<file path="src/rtl/riscv_mul_pkg.sv">
// Shared types and configuration limits for the pipelined M-extension multiplier.
package riscv_mul_pkg;

   typedef enum logic [1:0] {
      MUL    = 2'b00,
      MULH   = 2'b01,
      MULHSU = 2'b10,
      MULHU  = 2'b11
   } mul_op_e;

   localparam int XLEN_MIN   = 32;
   localparam int XLEN_MAX   = 64;
   localparam int STAGES_MAX = 4;
   localparam int TAG_W_MAX  = 16;
   localparam int PROD_W_MAX = 2 * XLEN_MAX;

   // Slot 0 keeps {a, b} in the product field; later slots keep the low 2*XLEN product bits.
   typedef struct packed {
      logic                  valid;
      mul_op_e               op;
      logic [TAG_W_MAX-1:0]  tag;
      logic [PROD_W_MAX-1:0] product;
   } mul_slot_t;

endpackage

</file>
<file path="src/rtl/riscv_mul_core.sv">
// Combinational (XLEN+1)-bit signed multiply and op-based result select from a product.
module riscv_mul_core
   import riscv_mul_pkg::*;
#(
   parameter int XLEN = 32
) (
   input  mul_op_e           op,
   input  logic [XLEN-1:0]   a,
   input  logic [XLEN-1:0]   b,
   output logic [2*XLEN-1:0] product,
   input  mul_op_e           sel_op,
   input  logic [2*XLEN-1:0] sel_product,
   output logic [XLEN-1:0]   result
);

   logic              a_sx;
   logic              b_sx;
   logic [2*XLEN+1:0] a_ext;
   logic [2*XLEN+1:0] b_ext;
   logic [2*XLEN+1:0] full;
   logic              unused_full_top;

   // Sign-extending to the full product width lets a plain modular multiply give the signed result.
   always_comb begin
      a_sx    = (op == MULH) || (op == MULHSU);
      b_sx    = (op == MULH);
      a_ext   = {{(XLEN+2){a_sx & a[XLEN-1]}}, a};
      b_ext   = {{(XLEN+2){b_sx & b[XLEN-1]}}, b};
      full    = a_ext * b_ext;
      product = full[2*XLEN-1:0];
   end

   assign unused_full_top = ^full[2*XLEN+1:2*XLEN];

   assign result = (sel_op == MUL) ? sel_product[XLEN-1:0] : sel_product[2*XLEN-1:XLEN];

endmodule

</file>
<file path="src/rtl/riscv_mul_pipe.sv">
// Pipelined RISC-V MUL/MULH/MULHSU/MULHU unit with valid/ready, tag and flush.
// Define RISCV_MUL_FUSE_EN to add the last-result cache with idle bypass to the output slot.
module riscv_mul_pipe
   import riscv_mul_pkg::*;
#(
   parameter int XLEN   = 32,
   parameter int STAGES = 2,
   parameter int TAG_W  = 5
) (
   input  logic             clk_i,
   input  logic             rst_ni,
   input  logic             in_valid_i,
   output logic             in_ready_o,
   input  logic [1:0]       in_op_i,
   input  logic [XLEN-1:0]  in_a_i,
   input  logic [XLEN-1:0]  in_b_i,
   input  logic [TAG_W-1:0] in_tag_i,
   input  logic             flush_i,
   output logic             out_valid_o,
   input  logic             out_ready_i,
   output logic [XLEN-1:0]  out_result_o,
   output logic [TAG_W-1:0] out_tag_o,
   output logic             busy_o
);

   localparam int LAST = STAGES - 1;
   localparam int PW   = 2 * XLEN;

   if ((XLEN != XLEN_MIN && XLEN != XLEN_MAX) || STAGES < 1 || STAGES > STAGES_MAX ||
       TAG_W < 1 || TAG_W > TAG_W_MAX) begin : g_bad_cfg
      $error("riscv_mul_pipe: unsupported XLEN/STAGES/TAG_W");
   end

   mul_slot_t       slot_q  [STAGES];
   mul_slot_t       shift_d [STAGES];
   mul_slot_t       slot_d  [STAGES];
   logic            advance;
   logic            accept;
   logic            busy;
   mul_op_e         req_op;
   mul_op_e         core_op;
   logic [XLEN-1:0] core_a;
   logic [XLEN-1:0] core_b;
   logic [PW-1:0]   core_prod;
   logic            unused_slot_bits;

   assign req_op     = mul_op_e'(in_op_i);
   assign advance    = !slot_q[LAST].valid | out_ready_i;
   assign accept     = in_valid_i & advance & !flush_i;
   assign in_ready_o = advance;

   if (STAGES == 1) begin : g_single
      assign core_op = req_op;
      assign core_a  = in_a_i;
      assign core_b  = in_b_i;
      always_comb begin
         shift_d[0] = '{valid: accept, op: req_op, tag: TAG_W_MAX'(in_tag_i),
                        product: PROD_W_MAX'(core_prod)};
      end
   end else begin : g_multi
      assign core_op = slot_q[0].op;
      assign core_a  = slot_q[0].product[PW-1:XLEN];
      assign core_b  = slot_q[0].product[XLEN-1:0];
      always_comb begin
         shift_d[0] = '{valid: accept, op: req_op, tag: TAG_W_MAX'(in_tag_i),
                        product: PROD_W_MAX'({in_a_i, in_b_i})};
         shift_d[1] = '{valid: slot_q[0].valid, op: slot_q[0].op, tag: slot_q[0].tag,
                        product: PROD_W_MAX'(core_prod)};
         for (int k = 2; k < STAGES; k++) shift_d[k] = slot_q[k-1];
      end
   end

   riscv_mul_core #(.XLEN(XLEN)) u_core (
      .op          (core_op),
      .a           (core_a),
      .b           (core_b),
      .product     (core_prod),
      .sel_op      (slot_q[LAST].op),
      .sel_product (slot_q[LAST].product[PW-1:0]),
      .result      (out_result_o)
   );

`ifdef RISCV_MUL_FUSE_EN
   logic [XLEN-1:0] opa_q [STAGES];
   logic [XLEN-1:0] opb_q [STAGES];
   logic            cache_valid;
   mul_op_e         cache_op;
   logic [XLEN-1:0] cache_a;
   logic [XLEN-1:0] cache_b;
   logic [PW-1:0]   cache_prod;
   logic            hit;
   logic            bypass;

   // MUL takes the low half, which is identical for every signedness class.
   assign hit = cache_valid && (in_a_i == cache_a) && (in_b_i == cache_b) &&
                (req_op == MUL || req_op == cache_op);
   assign bypass = accept & hit & !busy;

   always_comb begin
      slot_d = shift_d;
      if (bypass) begin
         slot_d[0].valid = 1'b0;
         slot_d[LAST]    = '{valid: 1'b1, op: req_op, tag: TAG_W_MAX'(in_tag_i),
                             product: PROD_W_MAX'(cache_prod)};
      end
   end

   // Operands ride alongside the slots so the cache can capture them when a result pops.
   always_ff @(posedge clk_i) begin
      if (advance) begin
         opa_q[0] <= in_a_i;
         opb_q[0] <= in_b_i;
         for (int k = 1; k < STAGES; k++) begin
            opa_q[k] <= opa_q[k-1];
            opb_q[k] <= opb_q[k-1];
         end
         if (bypass) begin
            opa_q[LAST] <= in_a_i;
            opb_q[LAST] <= in_b_i;
         end
      end
   end

   always_ff @(posedge clk_i or negedge rst_ni) begin
      if (!rst_ni) begin
         cache_valid <= 1'b0;
         cache_op    <= MUL;
         cache_a     <= '0;
         cache_b     <= '0;
         cache_prod  <= '0;
      end else if (flush_i) begin
         cache_valid <= 1'b0;
      end else if (slot_q[LAST].valid && out_ready_i) begin
         cache_valid <= 1'b1;
         cache_op    <= slot_q[LAST].op;
         cache_a     <= opa_q[LAST];
         cache_b     <= opb_q[LAST];
         cache_prod  <= slot_q[LAST].product[PW-1:0];
      end
   end
`else
   always_comb slot_d = shift_d;
`endif

   always_ff @(posedge clk_i or negedge rst_ni) begin
      if (!rst_ni) begin
         for (int k = 0; k < STAGES; k++) slot_q[k] <= '0;
      end else if (flush_i) begin
         for (int k = 0; k < STAGES; k++) slot_q[k].valid <= 1'b0;
      end else if (advance) begin
         for (int k = 0; k < STAGES; k++) slot_q[k] <= slot_d[k];
      end
   end

   always_comb begin
      busy             = 1'b0;
      unused_slot_bits = 1'b0;
      for (int k = 0; k < STAGES; k++) begin
         busy             = busy | slot_q[k].valid;
         unused_slot_bits = unused_slot_bits ^ (^slot_q[k]);
      end
   end

   assign busy_o      = busy;
   assign out_valid_o = slot_q[LAST].valid;
   assign out_tag_o   = slot_q[LAST].tag[TAG_W-1:0];

endmodule

</file>
<file path="config.mk">
export PLATFORM = sky130hd
export DESIGN_NAME = riscv_mul_pipe
export DESIGN_NICKNAME = d
export VERILOG_FILES = /design/src/rtl/riscv_mul_pkg.sv /design/src/rtl/riscv_mul_core.sv /design/src/rtl/riscv_mul_pipe.sv
export SDC_FILE = /design/constraint.sdc
export NUM_CORES = 2
export LEC_CHECK = 0
export ABC_AREA = 0
export ABC_CLOCK_PERIOD_IN_PS = 8400
export CAP_MARGIN = 10
export CORE_MARGIN = 4
export CORE_UTILIZATION = 50
export DETAILED_ROUTE_END_ITERATION = 8
export PLACE_DENSITY = 0.69
export SETUP_SLACK_MARGIN = 0.05
export SYNTH_ARGS = -nofsm -noshare
export SYNTH_HDL_FRONTEND = slang
export SYNTH_HIERARCHICAL = 1
export SYNTH_SLANG_ARGS = --single-unit
</file>
<file path="constraint.sdc">
create_clock -name clk_i -period 8.4 [get_ports clk_i]
set_input_delay 1.26 -clock clk_i [delete_from_list [all_inputs] [get_ports clk_i]]
set_output_delay 1.26 -clock clk_i [all_outputs]
set_load 0.05 [all_outputs]
</file>
== Yosys cells after proc, flatten, opt, wreduce, memory -nomap -nowiden ==
Index checks and enable logic that the tools add are counted.

* Bitwise gates (word level): 7
* Reduce and logical (&&, ||, !) cells: 6
* Muxes and demuxes: 4
* Eq/ne operators: 2
* $mul: 1

{| class="wikitable"
|+ Operator list
! kind !! number
|-
| $mux 294 || 1
|-
| $mul 33x33->64 || 1
|-
| $mux 32 || 1
|-
| $and 1x1->1 || 4
|-
| $eq 2x1->1 const B || 1
|-
| $eq 2x2->1 const B || 1
|-
| $logic_not 1->1 || 2
|-
| $logic_not 2->1 || 1
|-
| $mux 1 || 2
|-
| $or 1x1->1 || 2
|-
| $reduce_and 2->1 || 1
|-
| $reduce_bool 2->1 || 1
|-
| $logic_or 1x1->1 || 1
|-
| $not 1->1 || 1
|}

* Bits of input ports: 76
* Output and inout bits: 40
* Word-level logic and storage cells: 28
* Register bits: 144

== Logic depth before layout (Yosys ltp) ==
* Depth in word-level cells: 6
* Mapped depth: 33
* Mapped depth without buffers: 31

== Cells and area by module ==
The synthesis kept the hierarchy.

{| class="wikitable"
|+ Modules (own cells, without submodules)
! module !! seq. area each (um2) !! instances !! cells an instance !! area each (um2)
|-
| riscv_mul_core || 0.0 || 1 || 4243 || 38182.9
|-
| riscv_mul_pipe || 3603.5 || 1 || 314 || 5422.7
|}

== Least setup slack after synthesis ==
Ideal clock, no wire load.

* Kind: reg-to-reg
* Start: register core_op[0] (netlist name)
* End: register slot_q[63] (netlist name)
* Required time: 8.275 ns
* Slack: 0.263 ns
* Cell stages (with the launch flop): 29
* Data arrival time: 8.012 ns
* Library setup time: 0.125 ns
* Path buffers: 2
* Period minus slack after synthesis: 8.137 ns
* Cell sequence: dfrtp_1 > ha_1 > nor2b_1 > clkbuf_1 > nand2_1 > inv_1 > fa_1 > inv_1 > fa_1 > inv_1 > fa_1 > fa_1 > inv_1 > fa_1 > fa_1 > fa_1 > inv_1 > fa_1 > ha_1 > clkbuf_1 > and3_1 > nand2_1 > or3_1 > a21oi_1 > o2111ai_1 > a21oi_1 > or2_2 > o211ai_1 > mux2_2

* Longest elaborated chain between the ends: 4
* Elaborated cells on any way between the ends: 6
* Those cells by class: mul (1); eq/ne (2); bitwise (2); reduce/logical (1)

{| class="wikitable"
|+ RTL lines
! element !! RTL line !! text
|-
| $eq 2x1->1 / $eq 2x2->1 (equally long branches) || riscv_mul_core.sv:25, riscv_mul_core.sv:26 ||
|-
| $logic_or 1x1->1 || riscv_mul_core.sv:25 || <nowiki>a_sx = (op == MULH) || (op == MULHSU);</nowiki>
|-
| $and 1x1->1 || riscv_mul_core.sv:27 || <nowiki>a_ext = {{(XLEN+2){a_sx & a[XLEN-1]}}, a};</nowiki>
|-
| $mul 33x33->64 (*) || riscv_mul_core.sv:29 || <nowiki>full = a_ext * b_ext;</nowiki>
|-
| via core_prod[63] || riscv_mul_pipe.sv:44 || <nowiki>logic [PW-1:0] core_prod;</nowiki>
|}

Mark *: on every way through the listed nets, which the timed path passes. The rest lies on a longest branch.
A chain may end at the register's enable or synchronous reset.

== Worst setup path in the final report ==
* Start: register core_op[0] (netlist name)
* End: register slot_q[53] (netlist name)

* Longest elaborated chain between the ends: 4
* Elaborated cells on any way between the ends: 6
* Those cells by class: mul (1); eq/ne (2); bitwise (2); reduce/logical (1)

{| class="wikitable"
|+ RTL lines
! element !! RTL line
|-
| $eq 2x1->1 / $eq 2x2->1 (equally long branches) || riscv_mul_core.sv:25, riscv_mul_core.sv:26
|-
| $logic_or 1x1->1 || riscv_mul_core.sv:25
|-
| $and 1x1->1 || riscv_mul_core.sv:27
|-
| $mul 33x33->64 (*) || riscv_mul_core.sv:29
|-
| via core_prod[53] || riscv_mul_pipe.sv:44
|}

Marked as above.

==> impl_metrics.toml <==
[setup_path]
crit_top_cell = "fa_1"
slowest_stage = "fa_2"
critPathCaptureType = "register"
max_stage_delay_ns = 0.63
critical_path_class = "reg -> reg"
path_buf_inv = 8
cp-start-kind = "register"
crit_fanout = 16
cp.arrival_ns = 8.48
worst-endpoint-required_ns = 8.77
crit_family = "adder cells"

[cts]
cts_num_sinks = 144
tritoncts = "built"
insertion_delay_ns = 0.49
h-tree-depth = 4
cts_max_path_buffers = 2
clk_root_buffer_cell = "clkbuf_16"
cts_made_buffers = 17
cts_hold_buf = 0
clk_pin_slew_ns = 0.08

[logic_synthesis]
synthArstFlopShare_pct = 100
synth_area_um2 = 43600
yosysSeqAreaShare_pct = 8.26
synth_ff_type = "dfrtp_1"
synth_cell_types = 63
syn_nets = 5971
ys_ff_latch = 144
synth_area_per_cell_um2 = 9.57
syn_inst = 4557
synth_edf_count = 0
yosysWarnings = 6

[floorplanning]
start_util_pct = 50.3
std_cell_rows = 108
die-area_um2 = 92000
core_um2 = 86600
die_y_um = 303
die_w_um = 303
num_io_pins = 116

[placed_design]
placed_cells = 5763
port_buffers = 115
gp_congestion = 0.900
dp_hpwl_um = 94700
pre_cts_slack_ns = -0.00402

[drt]
vias_per_cell = 5.25
drcViolationCount = 0
ant_nets = 0
wl_per_cell_um = 19.3
drt-total-wl_um = 112000
dr.pass1.iters = 5
vias = 30500
drtIter0Drc = 1694

[timing]
skew_ns = 0.0220
fmax_mhz = 123
setup_viol = 0
finalCritPeriodShare_pct = 96.6
slew_violations = 0
worst_pin_slew_ns = 0.976
fin_crit_ns = 8.11
fin_ws_ns = 0.288
max_slew_margin_pct = 34.9
hold_violations = 0
rsz0062_at_grt = "true"

[finish]
final_cell_mix = "1173 x inv_1, 1119 x fa_1, 803 x nand2_1, 280 x and2_1, 211 x ha_1"
seq_area_um2 = 3630
final_util_pct = 54.9
mostFrequentLayoutCell = "inv_1"
antennaDiodeCount = 0
multi_input_area_um2 = 34700
nFillCells = 7595
area_delta_synth_final_pct = 8.98
nets = 6048
instances_no_fill = 5802
drive_gt1_share_pct = 8.44

[global_routing]
grt_usage_pct = 25.7
grt.overflow.total = 0
grt_max_degree = 143
grtUsageMet1_pct = 32.6
use_met3_pct = 4.14
grt_pass1_vias = 33600
use_met2_pct = 44.3
grt_pass1_wl_um = 182000
grt-busiest-layer = "met2"
antenna_found_initial = 0

[run_status]
status = "finished, final reports clean"

[min_path]
min_path_type = "reg -> reg"

[run]
maxCapViolations = 0
-- state kept, by name, indices dropped and copies added, names as in the netlist --
signal	cells
out_valid_o	1
core_b	32
core_a	32
out_tag_o	5
slot_q	66
core_op	2
shift_d	6
-- worst reg2reg max path, delay by kind of cell (launching register included) --
kind	cells	cell delay, ns
adders and majority gates	10	4.67
AOI/OAI and AO/OA	5	1.13
and+or+nand+nor	5	0.84
buffers and inverters	8	0.52
DFF	1	0.43
muxes	1	0.27
xor gates and xnor gates	1	0.11
-- kinds of logic after synthesis --
family	after synthesis	share of synthesized area, %
multiplexers	176	4.54
AO/OA/AOI/OAI	193	3.04
flip-flops	144	8.26
AND/OR/NAND/NOR	1210	12.4
adder cells (fa/ha/maj)	1338	57.8
buffers and inverters	1421	12.5
XOR/XNOR	75	1.51
-- cells in the mapped netlist (4+ instances only) --
library cell,number,share of area (%)
o21ai_0,27,0.31
buf_2,8,0.092
and3_1,7,0.10
or3_1,4,0.057
ha_1,213,6.1
or2_2,11,0.16
clkbuf_1,218,1.9
o21a_1,5,0.086
o21bai_1,8,0.14
nand3_1,12,0.14
a21oi_1,55,0.63
a31oi_1,4,0.057
xor2_1,27,0.54
o211ai_1,7,0.12
nor3_1,5,0.057
mux2_1,80,2.1
dfrtp_1,144,8.3
inv_1,1178,10
nor2b_1,8,0.11
nand2_1,805,6.9
a211oi_1,4,0.069
nand4_1,12,0.17
fa_1,1125,52
a41oi_1,5,0.10
a221oi_1,4,0.080
mux2_2,94,2.4
a21o_1,43,0.74
xnor2_1,48,0.96
nor2_1,53,0.46
and2_1,281,4.0
buf_6,9,0.23
buf_4,5,0.086
nand2b_1,5,0.072
-- timing repair --
action,4_1_cts,5_1_grt
gates cloned,0,1
gates resized for setup,4,54
pin swaps,0,6
endpoints found under the setup margin,8,19
setup buffers,0,5
-- stage by stage --
| step | cell area (um2) | hold slack [ns] | setup TNS, ns |
|---|---|---|---|
| 2_1_floorplan | 43600 | 0.452 | 0 |
| 3_3_place_gp | 46700 | 0.463 | 0 |
| 3_5_place_dp | 46700 | 0.469 | -0.00402 |
| 4_1_cts | 47300 | 0.487 | 0 |
| 5_1_grt | 47500 | 0.499 | -0.00776 |
| 6_report | 47500 | 0.486 | 0 |
-- routing by layer --
metal	routed length, um	up-vias
met5	0	-
met4	5230	0
met3	6820	258
met2	56300	1000
met1	43300	16100
li1	-	13200
-- final timing paths --
path                       slack (ns)                    from                endpoint  cells after the start
setup reg to reg                 0.29  core_op[0]$_DFFE_PN0P_  slot_q[53]$_DFFE_PN0P_                     30
setup / recovery                 0.29  core_op[0]$_DFFE_PN0P_  slot_q[53]$_DFFE_PN0P_                     30
hold reg to reg                  0.49  slot_q[11]$_DFFE_PN0P_  slot_q[11]$_DFFE_PN0P_                      1
hold / removal                   0.49  slot_q[11]$_DFFE_PN0P_  slot_q[11]$_DFFE_PN0P_                      1
min in group asynchronous        0.79                  rst_ni   core_a[2]$_DFFE_PN0P_                      1
max in group asynchronous        6.38                  rst_ni   core_b[7]$_DFFE_PN0P_                      3
-- layout make-up --
type	instances	area share (%)
well taps	1155	3.04
clock buffers	17	0.895
multi-input cells	2992	73.0
inverters	1178	9.31
repair buffers	301	5.71
flip-flops and latches	144	7.65
clock inverters	15	0.379
Power is not shown: default switching activity piles up to over one toggle a cycle in this logic, so the estimate is an artifact.
